File: src/rtl/risc_dec_stage.sv
// RV32I decode stage: registered output bundle plus one skid entry, flush,
// illegal-instruction detection and a saturating illegal counter.
module risc_dec_stage #(
    parameter int unsigned XLEN  = 32,
    parameter int unsigned CNT_W = 16
) (
    input  logic             clk_i,
    input  logic             rst_ni,
    input  logic             flush_i,
    input  logic             in_valid_i,
    output logic             in_ready_o,
    input  logic [XLEN-1:0]  instr_i,
    input  logic [XLEN-1:0]  pc_i,
    output logic             out_valid_o,
    input  logic             out_ready_i,
    output logic [XLEN-1:0]  pc_o,
    output logic [6:0]       op_o,
    output logic [4:0]       rd_o,
    output logic [4:0]       rs1_o,
    output logic [4:0]       rs2_o,
    output logic [2:0]       funct3_o,
    output logic [6:0]       funct7_o,
    output logic [XLEN-1:0]  imm_o,
    output logic             rd_we_o,
    output logic             rs1_used_o,
    output logic             rs2_used_o,
    output logic             illegal_o,
    output logic [CNT_W-1:0] illegal_cnt_o
);

    if (XLEN != 32) begin : g_bad_xlen
        $error("risc_dec_stage supports XLEN=32 only");
    end

    localparam logic [6:0] OP_LOAD   = 7'b0000011;
    localparam logic [6:0] OP_ALUIMM = 7'b0010011;
    localparam logic [6:0] OP_AUIPC  = 7'b0010111;
    localparam logic [6:0] OP_STORE  = 7'b0100011;
    localparam logic [6:0] OP_ALUREG = 7'b0110011;
    localparam logic [6:0] OP_LUI    = 7'b0110111;
    localparam logic [6:0] OP_BRANCH = 7'b1100011;
    localparam logic [6:0] OP_JALR   = 7'b1100111;
    localparam logic [6:0] OP_JAL    = 7'b1101111;

    typedef struct packed {
        logic [XLEN-1:0] pc;
        logic [6:0]      op;
        logic [4:0]      rd;
        logic [4:0]      rs1;
        logic [4:0]      rs2;
        logic [2:0]      f3;
        logic [6:0]      f7;
        logic [XLEN-1:0] imm;
        logic            rd_we;
        logic            rs1_used;
        logic            rs2_used;
        logic            illegal;
    } bundle_t;

    bundle_t         dec_c, out_q, out_d, skid_q, skid_d;
    logic            out_valid_q, out_valid_d;
    logic            skid_valid_q, skid_valid_d;
    logic            in_ready_q, in_ready_d;
    logic [CNT_W-1:0] cnt_q, cnt_d;
    logic            legal_c, writes_c, accept_c, load_c;
    logic [2:0]      f3_c;
    logic [6:0]      f7_c;

    assign f3_c = instr_i[14:12];
    assign f7_c = instr_i[31:25];

    // Combinational decode of the incoming instruction into a bundle
    always_comb begin
        dec_c    = '0;
        legal_c  = 1'b0;
        writes_c = 1'b0;
        dec_c.pc = pc_i;
        dec_c.op = instr_i[6:0];
        case (instr_i[6:0])
            OP_ALUREG: begin
                legal_c = (f7_c == 7'h00) ||
                          (f7_c == 7'h20 && (f3_c == 3'b000 || f3_c == 3'b101));
                dec_c.rs1 = instr_i[19:15];
                dec_c.rs2 = instr_i[24:20];
                dec_c.f3  = f3_c;
                dec_c.f7  = f7_c;
                dec_c.rs1_used = 1'b1;
                dec_c.rs2_used = 1'b1;
                writes_c  = 1'b1;
            end
            OP_LOAD, OP_ALUIMM, OP_JALR: begin
                if (instr_i[6:0] == OP_LOAD)
                    legal_c = !(f3_c == 3'b011 || f3_c == 3'b110 || f3_c == 3'b111);
                else if (instr_i[6:0] == OP_JALR)
                    legal_c = (f3_c == 3'b000);
                else if (f3_c == 3'b001)
                    legal_c = (f7_c == 7'h00);
                else if (f3_c == 3'b101)
                    legal_c = (f7_c == 7'h00 || f7_c == 7'h20);
                else
                    legal_c = 1'b1;
                // Shift-immediates carry their funct7 in the upper immediate bits
                if (instr_i[6:0] == OP_ALUIMM && (f3_c == 3'b001 || f3_c == 3'b101))
                    dec_c.f7 = f7_c;
                dec_c.rs1 = instr_i[19:15];
                dec_c.f3  = f3_c;
                dec_c.imm = {{(XLEN-12){instr_i[31]}}, instr_i[31:20]};
                dec_c.rs1_used = 1'b1;
                writes_c  = 1'b1;
            end
            OP_STORE: begin
                legal_c   = (f3_c < 3'b011);
                dec_c.rs1 = instr_i[19:15];
                dec_c.rs2 = instr_i[24:20];
                dec_c.f3  = f3_c;
                dec_c.imm = {{(XLEN-12){instr_i[31]}}, instr_i[31:25], instr_i[11:7]};
                dec_c.rs1_used = 1'b1;
                dec_c.rs2_used = 1'b1;
            end
            OP_BRANCH: begin
                legal_c   = !(f3_c == 3'b010 || f3_c == 3'b011);
                dec_c.rs1 = instr_i[19:15];
                dec_c.rs2 = instr_i[24:20];
                dec_c.f3  = f3_c;
                dec_c.imm = {{(XLEN-13){instr_i[31]}}, instr_i[31], instr_i[7],
                             instr_i[30:25], instr_i[11:8], 1'b0};
                dec_c.rs1_used = 1'b1;
                dec_c.rs2_used = 1'b1;
            end
            OP_JAL: begin
                legal_c   = 1'b1;
                dec_c.imm = {{(XLEN-21){instr_i[31]}}, instr_i[31], instr_i[19:12],
                             instr_i[20], instr_i[30:21], 1'b0};
                writes_c  = 1'b1;
            end
            OP_LUI, OP_AUIPC: begin
                legal_c   = 1'b1;
                dec_c.imm = {instr_i[31:12], 12'b0};
                writes_c  = 1'b1;
            end
            default: legal_c = 1'b0;
        endcase
        if (writes_c) dec_c.rd = instr_i[11:7];
        dec_c.rd_we = writes_c && (instr_i[11:7] != 5'd0);
        if (!(legal_c && instr_i[1:0] == 2'b11)) begin
            dec_c         = '0;
            dec_c.pc      = pc_i;
            dec_c.op      = instr_i[6:0];
            dec_c.illegal = 1'b1;
        end
    end

    // Next-state: output register, skid entry, ready and counter
    always_comb begin
        out_d        = out_q;
        out_valid_d  = out_valid_q;
        skid_d       = skid_q;
        skid_valid_d = skid_valid_q;
        cnt_d        = cnt_q;
        accept_c     = in_valid_i && in_ready_q;
        load_c       = !out_valid_q || out_ready_i;
        if (out_valid_q && out_ready_i && out_q.illegal && (cnt_q != '1))
            cnt_d = cnt_q + CNT_W'(1);
        if (flush_i) begin
            out_valid_d  = 1'b0;
            skid_valid_d = 1'b0;
        end else if (load_c) begin
            if (skid_valid_q) begin
                out_d        = skid_q;
                out_valid_d  = 1'b1;
                skid_valid_d = 1'b0;
            end else if (accept_c) begin
                out_d       = dec_c;
                out_valid_d = 1'b1;
            end else begin
                out_valid_d = 1'b0;
            end
        end else if (accept_c) begin
            skid_d       = dec_c;
            skid_valid_d = 1'b1;
        end
        in_ready_d = !skid_valid_d;
    end

    always_ff @(posedge clk_i) begin
        if (!rst_ni) begin
            out_q        <= '0;
            out_valid_q  <= 1'b0;
            skid_q       <= '0;
            skid_valid_q <= 1'b0;
            in_ready_q   <= 1'b1;
            cnt_q        <= '0;
        end else begin
            out_q        <= out_d;
            out_valid_q  <= out_valid_d;
            skid_q       <= skid_d;
            skid_valid_q <= skid_valid_d;
            in_ready_q   <= in_ready_d;
            cnt_q        <= cnt_d;
        end
    end

    assign in_ready_o    = in_ready_q;
    assign out_valid_o   = out_valid_q;
    assign pc_o          = out_q.pc;
    assign op_o          = out_q.op;
    assign rd_o          = out_q.rd;
    assign rs1_o         = out_q.rs1;
    assign rs2_o         = out_q.rs2;
    assign funct3_o      = out_q.f3;
    assign funct7_o      = out_q.f7;
    assign imm_o         = out_q.imm;
    assign rd_we_o       = out_q.rd_we;
    assign rs1_used_o    = out_q.rs1_used;
    assign rs2_used_o    = out_q.rs2_used;
    assign illegal_o     = out_q.illegal;
    assign illegal_cnt_o = cnt_q;

endmodule

File: config.mk
export PLATFORM = sky130hd
export DESIGN_NAME = risc_dec_stage
export DESIGN_NICKNAME = d
export VERILOG_FILES = /design/src/rtl/risc_dec_stage.sv
export SDC_FILE = /design/constraint.sdc
export NUM_CORES = 1
export LEC_CHECK = 0
export ABC_AREA = 1
export ABC_CLOCK_PERIOD_IN_PS = 2800
export CORE_UTILIZATION = 56
export CTS_CLUSTER_SIZE = 12
export DETAILED_ROUTE_END_ITERATION = 6
export GPL_TIMING_DRIVEN = 1
export PLACE_DENSITY = 0.93
export SETUP_SLACK_MARGIN = 0.02
export SLEW_MARGIN = 20
export SYNTH_ARGS = -nofsm -noshare
export SYNTH_HDL_FRONTEND = slang
export SYNTH_SLANG_ARGS = --single-unit
File: constraint.sdc
create_clock -name clk_i -period 2.8 [get_ports clk_i]
set_input_delay 0.56 -clock clk_i [delete_from_list [all_inputs] [get_ports clk_i]]
set_output_delay 0.56 -clock clk_i [all_outputs]
set_load 0.02 [all_outputs]
After elaboration in Yosys (flattened, before gate mapping)
Index checks and enable logic that the tools add are counted.
{"block": "classes", "add_sub_neg": 1, "n_mux": 23, "n_reduce_logical": 33, "order_cmp": 1, "eq_ne": 18, "bitwise_logic": 3}
{"op": "$mux W100", "count": 2}
{"op": "$pmux W32 S5", "count": 1}
{"op": "$mux W61", "count": 1}
{"op": "$eq A7 B6 Y1 const B", "count": 4}
{"op": "$eq A7 B7 Y1 const B", "count": 3}
{"op": "$add A16 B1 Y16 const B", "count": 1}
{"op": "$ne A16 B16 Y1 const B", "count": 1}
{"op": "$mux W5", "count": 3}
{"op": "$eq A7 B5 Y1 const B", "count": 2}
{"op": "$pmux W7 S2", "count": 1}
{"op": "$mux W1", "count": 12}
{"op": "$eq A3 B3 Y1 const B", "count": 3}
{"op": "$reduce_or A3 Y1", "count": 3}
{"op": "$logic_and A1 B1 Y1", "count": 8}
{"op": "$logic_or A1 B1 Y1", "count": 8}
{"op": "$eq A7 B2 Y1 const B", "count": 1}
{"op": "$logic_not A7 Y1", "count": 1}
{"op": "$mux W7", "count": 1}
{"op": "$reduce_or A7 Y1", "count": 1}
{"op": "$eq A3 B2 Y1 const B", "count": 2}
{"op": "$reduce_and A3 Y1", "count": 2}
{"op": "$reduce_or A6 Y1", "count": 1}
{"op": "$pmux W1 S5", "count": 1}
{"op": "$reduce_bool A5 Y1", "count": 1}
{"op": "9 further kinds", "count": 15}
{"block": "word_totals", "out_inout_bits": 118, "reg_bits": 219}

Depth between registers and ports, before layout
Gate-level depths: netlist of the first run.
{"block": "logic_depth", "ltp_word": 11, "ltp_mapped": 14, "depth_no_buf": 13}

Least setup slack after synthesis of the first run
No wires, ideal clock.
{"block": "synth_timing", "kind": "in2reg", "from": "input port instr_i[1]", "to": "register out_q (netlist bit funct7_o[5])", "n_path_buf": 1, "setup_ns": 0.070, "setup_slack_ns": 0.894, "arrival_ns": 1.836, "required_ns": 2.730, "stages": 13, "path_cell_list": "nand2_2 > nor3_4 > nand2_2 > nor2_2 > nand2_1 > nand2_1 > nor2_1 > nand3_2 > buf_6 > nand2_1 > nand2_1 > nand2_1 > a21oi_1"}
{"block": "synth_between", "elab_chain_len": 8, "elab_cells_between_ends": 22, "classes_between": "eq/ne (10); mux (8); reduce/logical (4)"}
{"item": "start: declaration", "line": "12", "text": "input logic [XLEN-1:0] instr_i,"}
{"item": "$eq A7 B7 Y1", "line": "79, 94"}
{"item": "$mux W1", "line": "94", "text": "else if (instr_i[6:0] == OP_JALR)"}
{"item": "$mux W1", "line": "92", "text": "if (instr_i[6:0] == OP_LOAD)"}
{"item": "$pmux W1 S5", "line": "79", "text": "case (instr_i[6:0])"}
{"item": "$logic_and A1 B1 Y1", "line": "145", "text": "if (!(legal_c && instr_i[1:0] == 2'b11)) begin"}
{"item": "$mux W61 *", "line": "145"}
{"item": "$mux W100 *", "line": "172", "text": "end else if (accept_c) begin"}
{"item": "$mux W100 *", "line": "168", "text": "if (skid_valid_q) begin"}
{"item": "end signal: assignment", "line": "194", "text": "out_q <= out_d;"}
{"item": "end: declaration", "line": "60", "text": "bundle_t dec_c, out_q, out_d, skid_q, skid_d;"}
Every way passes the cells marked *; elsewhere a longest branch is shown, timed or not. The select of a mux whose other input is x is not followed.
A chain may end at the register's enable or synchronous reset.

Final worst setup path of the first run
{"block": "layout_timing", "from": "input port instr_i[6]", "to": "register out_q (netlist bit rs1_o[4])"}
The elaborated chain is that of the path after synthesis.

==> impl_metrics.ini, run 1 <==
[routing]
post_drt_wl_per_cell_microns = 15.48
dr.pass1.iters = 6
route.detailed.drc = 0
drt_iter0_drc = 722
antenna_left = 0
via_per_inst = 5.610
vias = 9660
drt-total-wl_mm = 26.65

[die]
die_w_microns = 131.2
core_area_sq_um = 16060
start_util = 0.5819
io-pin-count = 187
rows = 46
dieArea_sq_um = 17210
fp.dieH_microns = 131.2

[finish]
drive_gt1_frac = 0.05910
fill_cells = 1177
finalInstanceArea_sq_um = 12160
fin_nets = 1564
area_growth_pct = 30.16
final_util = 0.7574
antenna_cells = 0

[clocking]
clock-sinks = 219
cts_resized = 0
cts_hold_buf = 0
clk_latency_ns = 0.51
cts_buffers = 23
cts_setup_buffers = 0
clkTransAtPathRegs_ns = 0.06
clk_path_buf_depth = 3
root_buffer = clkbuf_16
cts_max_level = 1
cts_tree = yes

[placed_design]
gp_congestion = 0.9748
place_area_sq_um = 11490
dp_slack_ns = 0.03686
hpwlAfterDp_mm = 17.39
io_buffers = 186

[sta]
finalCriticalPeriod_ns = 2.319
rsz0062_at_grt = no
hold_viol = 0
tightest_slew_ns = 0.8498
drv_slew = 0
fin_ws_ns = 0.4808
finClkSkew_ns = 0.005866
holdWs_ns = 0.4439
clock.fmax_mhz = 431.2
finalSetupTns_ns = 0
period_share = 0.8283
setup_viol_count_final = 0
relSlewSlack = 0.4282

[worst_setup_path]
cp_data_required_time_ns = 3.24
reg2reg_setup_slack_ns = 0.73
cpMaxStageDelayCell = clkdlybuf4s50_1
worstRegToRegCells = 7
path_class = in -> reg
r2r_start = illegal_cnt_o[0]
crit_path_cell_trace = clkdlybuf4s50_1 > inv_2 > nor3_4 > nand2_1 > a21oi_1 > nor2_1 > nand2_1 > nand2_1 > nand2_1 > nand2_1 > a21oi_1
critPathArrivalTime_ns = 2.76
cp.buffers_inverters = 2
startpoint = instr_i[6]
path_common_cell = nand2_1
endpoint_kind = flop
max_stage_delay_ns = 0.59
crit_family = simple AND/OR/NAND/NOR gates
path_max_fanout = 10
startpoint_type = input port
reg2reg_to = illegal_cnt_o[12]

[logic_synthesis]
synth_area_leader_cell = dfxtp_1
synth-seq-cells = 219
seq_area_frac_synth = 0.4692
synthTopCellsByArea = dfxtp_1 (47%), nand2_1 (14%), o21ai_0 (8.4%)
synthesis.area_sq_um = 9344
synth_top_area_frac = 0.4692
postSynthAreaPerCell_sq_um = 6.968
yosysWarnings = 0
syn_inst = 1341
ys_types = 34
synth_nets = 1411

[global_routing]
grt_pass1_wl_mm = 44.26
grt_pass1_vias = 9047
antenna_found_initial = 0
grt-ovfl-total = 0
grtUsageTotal = 0.3073
grt_max_degree = 146

[power_and_ir_drop]
p_leak_nw = 5.135
cellPowerDensity_nw_per_um2 = 543.7
ir_drop_uv = 461.9

[status]
outcome = complete, no violations

[run]
drv_cap = 0

[min_path]
min_path_type = reg -> reg
whs_path_depth = 2
hp-start = skid_q[36]
hold_end = skid_q[36]
## worst min-delay path: cells and delay by family (launching register included)
family	cells	cell delay, ns
DFF	1	0.31
and+or+nand+nor	2	0.09
## cells in the final DEF (no fill, tap or decap), drive strengths merged
cell	n
xor2	1
o21a	1
clkdlybuf4s50	185
nand3b	1
nand3	26
a211oi	2
inv	51
buf	36
dfxtp	219
nor3	13
nand4	8
a21oi	137
nand2	359
o31ai	1
o21bai	1
nor2	209
o21ai	157
ha	1
a31oi	39
o2111ai	8
and3	1
xnor2	2
clkinv	5
clkbuf	34
a21o	6
nor4	3
## cell type report
cell class,instances,area [sq um],share of cell area
Multi-Input combinational cell,976,4405,0.3622
Sequential cell,219,4385,0.3606
Timing Repair Buffer,221,2222,0.1827
Clock buffer,34,656.9,0.05401
Tap cell,216,270.3,0.02222
Inverter,53,202.7,0.01667
Clock inverter,3,18.77,0.001543
## registers in the layout, summed over array words and instances (netlist names), 5 cells and up
signal	cells
op_o	7
rs2_o	5
illegal_cnt_o	16
rs1_o	5
funct7_o	7
skid_q	100
imm_o	32
pc_o	32
rd_o	5
## metrics by stage
step	power (W)	cells
after floorplan	0.003559	1341
after global placement	0.003861	1685
after detailed placement	0.003870	1685
after CTS	0.006640	1722
after global routing	0.006827	1722
final	0.006613	1722
## power by group
| part | leakage, nW | internal (W) | total, W | switching [W] |
|---|---|---|---|---|
| clock network | 0.333 | 0.00161 | 0.00280 | 0.00119 |
| logic | 3.03 | 0.000256 | 0.000600 | 0.000344 |
| registers | 1.77 | 0.00318 | 0.00321 | 0.0000339 |
## cells in the mapped netlist
library cell and instances:
o21a_1 1, inv_1 47, nand2_1 354, xnor2_1 2
nor3_1 8, clkinv_1 2, nand3_1 23, buf_6 2
o21ai_1 1, o2111ai_1 8, inv_2 4, a31oi_1 39
o21bai_1 1, nor3_2 2, buf_1 3, xor2_1 1
dfxtp_1 219, ha_1 1, clkbuf_1 87, nand3b_1 1
nand4_1 8, and3_1 1, nand2_2 5, nor4_1 3
buf_4 1, a21oi_1 137, nand3_2 3, a211oi_1 2
nor2_1 207, nor3_4 3, a21o_1 6, o31ai_1 1
nor2_2 2, o21ai_0 156
## per-layer routing
layer | wire, microns | share of wire | up-vias | track usage
met5 | 0 | 0 | - | 0
met4 | 810 | 0.030 | 0 | 0.1124
met3 | 1870 | 0.070 | 65 | 0.04668
met2 | 12910 | 0.48 | 366 | 0.5163
met1 | 11060 | 0.42 | 4521 | 0.3984
li1 | - | - | 4708 | -
## worst max-delay path by stage
stage	endpoint	slack, ns	cells past startpoint
6_report	rs1_o[4]	0.48	11
5_1_grt	funct3_o[1]	0.30	13
4_1_cts	funct3_o[1]	0.56	13
3_5_place_dp	funct3_o[1]	0.04	13
3_3_place_gp	funct3_o[0]	0.09	11
2_1_floorplan	funct7_o[5]	0.89	13
## cells by family (layout without fill, tap and decap cells)
| logic type | after synthesis | in the layout | synth area share |
|---|---|---|---|
| AOI/OAI and AO/OA | 352 | 352 | 0.1999 |
| xor gates and xnor gates | 3 | 3 | 0.002813 |
| adders and majority gates | 1 | 1 | 0.001339 |
| buffers and inverters | 146 | 311 | 0.06066 |
| DFF | 219 | 219 | 0.4692 |
| and+or+nand+nor | 620 | 620 | 0.2661 |
(Power assumes the default switching activity.)
==> inputs of run 2 (changes only) <==
--- a/config.mk
+++ b/config.mk
@@ -6,12 +6,12 @@
 export NUM_CORES = 1
 export LEC_CHECK = 0
 export ABC_AREA = 1
-export ABC_CLOCK_PERIOD_IN_PS = 2800
-export CORE_UTILIZATION = 56
+export ABC_CLOCK_PERIOD_IN_PS = 2250
+export CORE_UTILIZATION = 52
 export CTS_CLUSTER_SIZE = 12
 export DETAILED_ROUTE_END_ITERATION = 6
 export GPL_TIMING_DRIVEN = 1
-export PLACE_DENSITY = 0.93
+export PLACE_DENSITY = 0.88
 export SETUP_SLACK_MARGIN = 0.02
 export SLEW_MARGIN = 20
 export SYNTH_ARGS = -nofsm -noshare
==> constraint.sdc (replaced) <==
create_clock -name clk_i -period 2.25 [get_ports clk_i]
set_input_delay 0.45 -clock clk_i [delete_from_list [all_inputs] [get_ports clk_i]]
set_output_delay 0.45 -clock clk_i [all_outputs]
set_load 0.02 [all_outputs]
==> impl_metrics.ini, run 2 (synthesis gave the netlist of run 1 again) <==
[status]
outcome = complete, no violations

[clocking]
cts_hold_buf = 0
clk_latency_ns = 0.51
clk_path_buf_depth = 3
cts_max_level = 1
cts_buffers = 23
clkTransAtPathRegs_ns = 0.06
root_buffer = clkbuf_16
cts_tree = yes
clock-sinks = 219

[die]
dieArea_sq_um = 18510
fp.dieH_microns = 136.1
io-pin-count = 187
rows = 48
start_util = 0.5365
core_area_sq_um = 17420
die_w_microns = 136.1

[routing]
vias = 9803
met2_length_mm = 12.51
drt_iter0_drc = 741
antenna_left = 0
route.detailed.drc = 0
wl_met1_mm = 11.07
highest_layer = met4
via_per_inst = 5.545
dr.pass1.iters = 6
post_drt_wl_per_cell_microns = 15.23
wl_met3_mm = 2.314
drt-total-wl_mm = 26.93

[worst_setup_path]
startpoint = instr_i[1]
r2r_start = illegal_cnt_o[0]
endpoint_kind = flop
startpoint_type = input port
path_class = in -> reg
critPathArrivalTime_ns = 2.58
cp_data_required_time_ns = 2.69
path_max_fanout = 11

[placed_design]
gp_congestion = 0.9590
io_buffers = 186
place_area_sq_um = 11800
dp_cells = 1729
hpwlAfterDp_mm = 18.18

[finish]
area_growth_pct = 34.32
largest_reg_flops = 100
final_common_cell = nand2_1
layout_common_cells = nand2_1 (350), dfxtp_1 (218), nor2_1 (207)
fin_nets = 1602
finalNonFillerCells = 1768
antenna_cells = 0
finalInstanceArea_sq_um = 12550
regMostFlops = skid_q
drive_gt1_frac = 0.08684

[power_and_ir_drop]
p_leak_nw = 5.372
p_sw_frac = 0.2356
p_clk_frac = 0.422
p_total_w = 0.008279
p_sw_w = 0.001950
ir_drop_uv = 612.5
power_frac_seq = 0.483
combPwrFrac = 0.095
cellPowerDensity_nw_per_um2 = 659.6
p_int_w = 0.006329

[sta]
setup_viol_count_final = 0
drv_slew = 0
clock.fmax_mhz = 466.7
period_share = 0.9522
finalCriticalPeriod_ns = 2.142
tightest_slew_ns = 0.6228
finClkSkew_ns = 0.01120
relSlewSlack = 0.5848
hold_viol = 0

[min_path]
hp-start = instr_i[0]
min_path_type = in -> reg

[global_routing]
grt_pass1_wl_mm = 43.04
grtUsageTotal = 0.2860
grt-ovfl-total = 0
antenna_found_initial = 0
grt_pass1_vias = 8946
grt_max_degree = 146

[run]
drv_cap = 0
## run 2: routing by layer
layer  global-route usage  up-vias
li1                     -     4786
met1               0.3603     4468
met2               0.4715      456
met3              0.05295       93
met4               0.1333        0
met5                    0        -
## run 2: worst max-delay path, cell delays in order
cell	delay [ns]
clkdlybuf4s50_1	0.51
nand2_2	0.09
nor3_4	0.17
buf_4	0.18
nand2_2	0.09
buf_4	0.16
inv_1	0.08
nand2_1	0.23
o2111ai_1	0.22
nand2_1	0.13
nand2_1	0.07
nand2_1	0.06
a21oi_1	0.14
## run 2: layout make-up
| class | count | area (sq um) |
|---|---|---|
| Clock inverter | 3 | 18.77 |
| Multi-Input combinational cell | 976 | 4446 |
| Sequential cell | 219 | 4385 |
| Fill cell | 1421 | 4866 |
| Timing Repair Buffer | 259 | 2554 |
| Clock buffer | 33 | 663.1 |
| Inverter | 53 | 202.7 |
| Tap cell | 225 | 281.5 |
## run 2: repair_timing
action,in CTS,in global routing
endpoints found under the setup margin,1,27
pin swaps,0,4
endpoints found under the hold margin,0,0
resized for setup,1,11
buffers inserted,0,3
## run 2: power by group through the flow
stage               logic (W)  clock network [W]  registers [W]
floorplan            0.000289                  0        0.00414
global placement     0.000757                  0        0.00408
detailed placement   0.000768                  0        0.00408
CTS                  0.000775            0.00354        0.00400
global route         0.000843            0.00369        0.00400
finish               0.000788            0.00349        0.00400
## run 2: final timing paths
check	endpoint	slack [ns]	cells after the start
max	imm_o[28]	0.11	13
min	skid_q[61]	0.32	3
max reg2reg	illegal_cnt_o[9]	0.38	11
min reg2reg	skid_q[36]	0.44	2
## run 2: through the flow
stage / hold WS [ns] / utilization / setup TNS [ns] / worst slack [ns]
6_report: 0.3190 / 0.7206 / 0 / 0.1075
3_5_place_dp: 0.4329 / 0.6774 / -29.12 / -0.5070
3_3_place_gp: 0.4272 / 0.6774 / -24.14 / -0.4734
4_1_cts: 0.3777 / 0.7168 / 0 / 0.1358
5_1_grt: 0.3350 / 0.7206 / -0.1408 / -0.03374
2_1_floorplan: 0.4196 / - / 0 / 0.4431
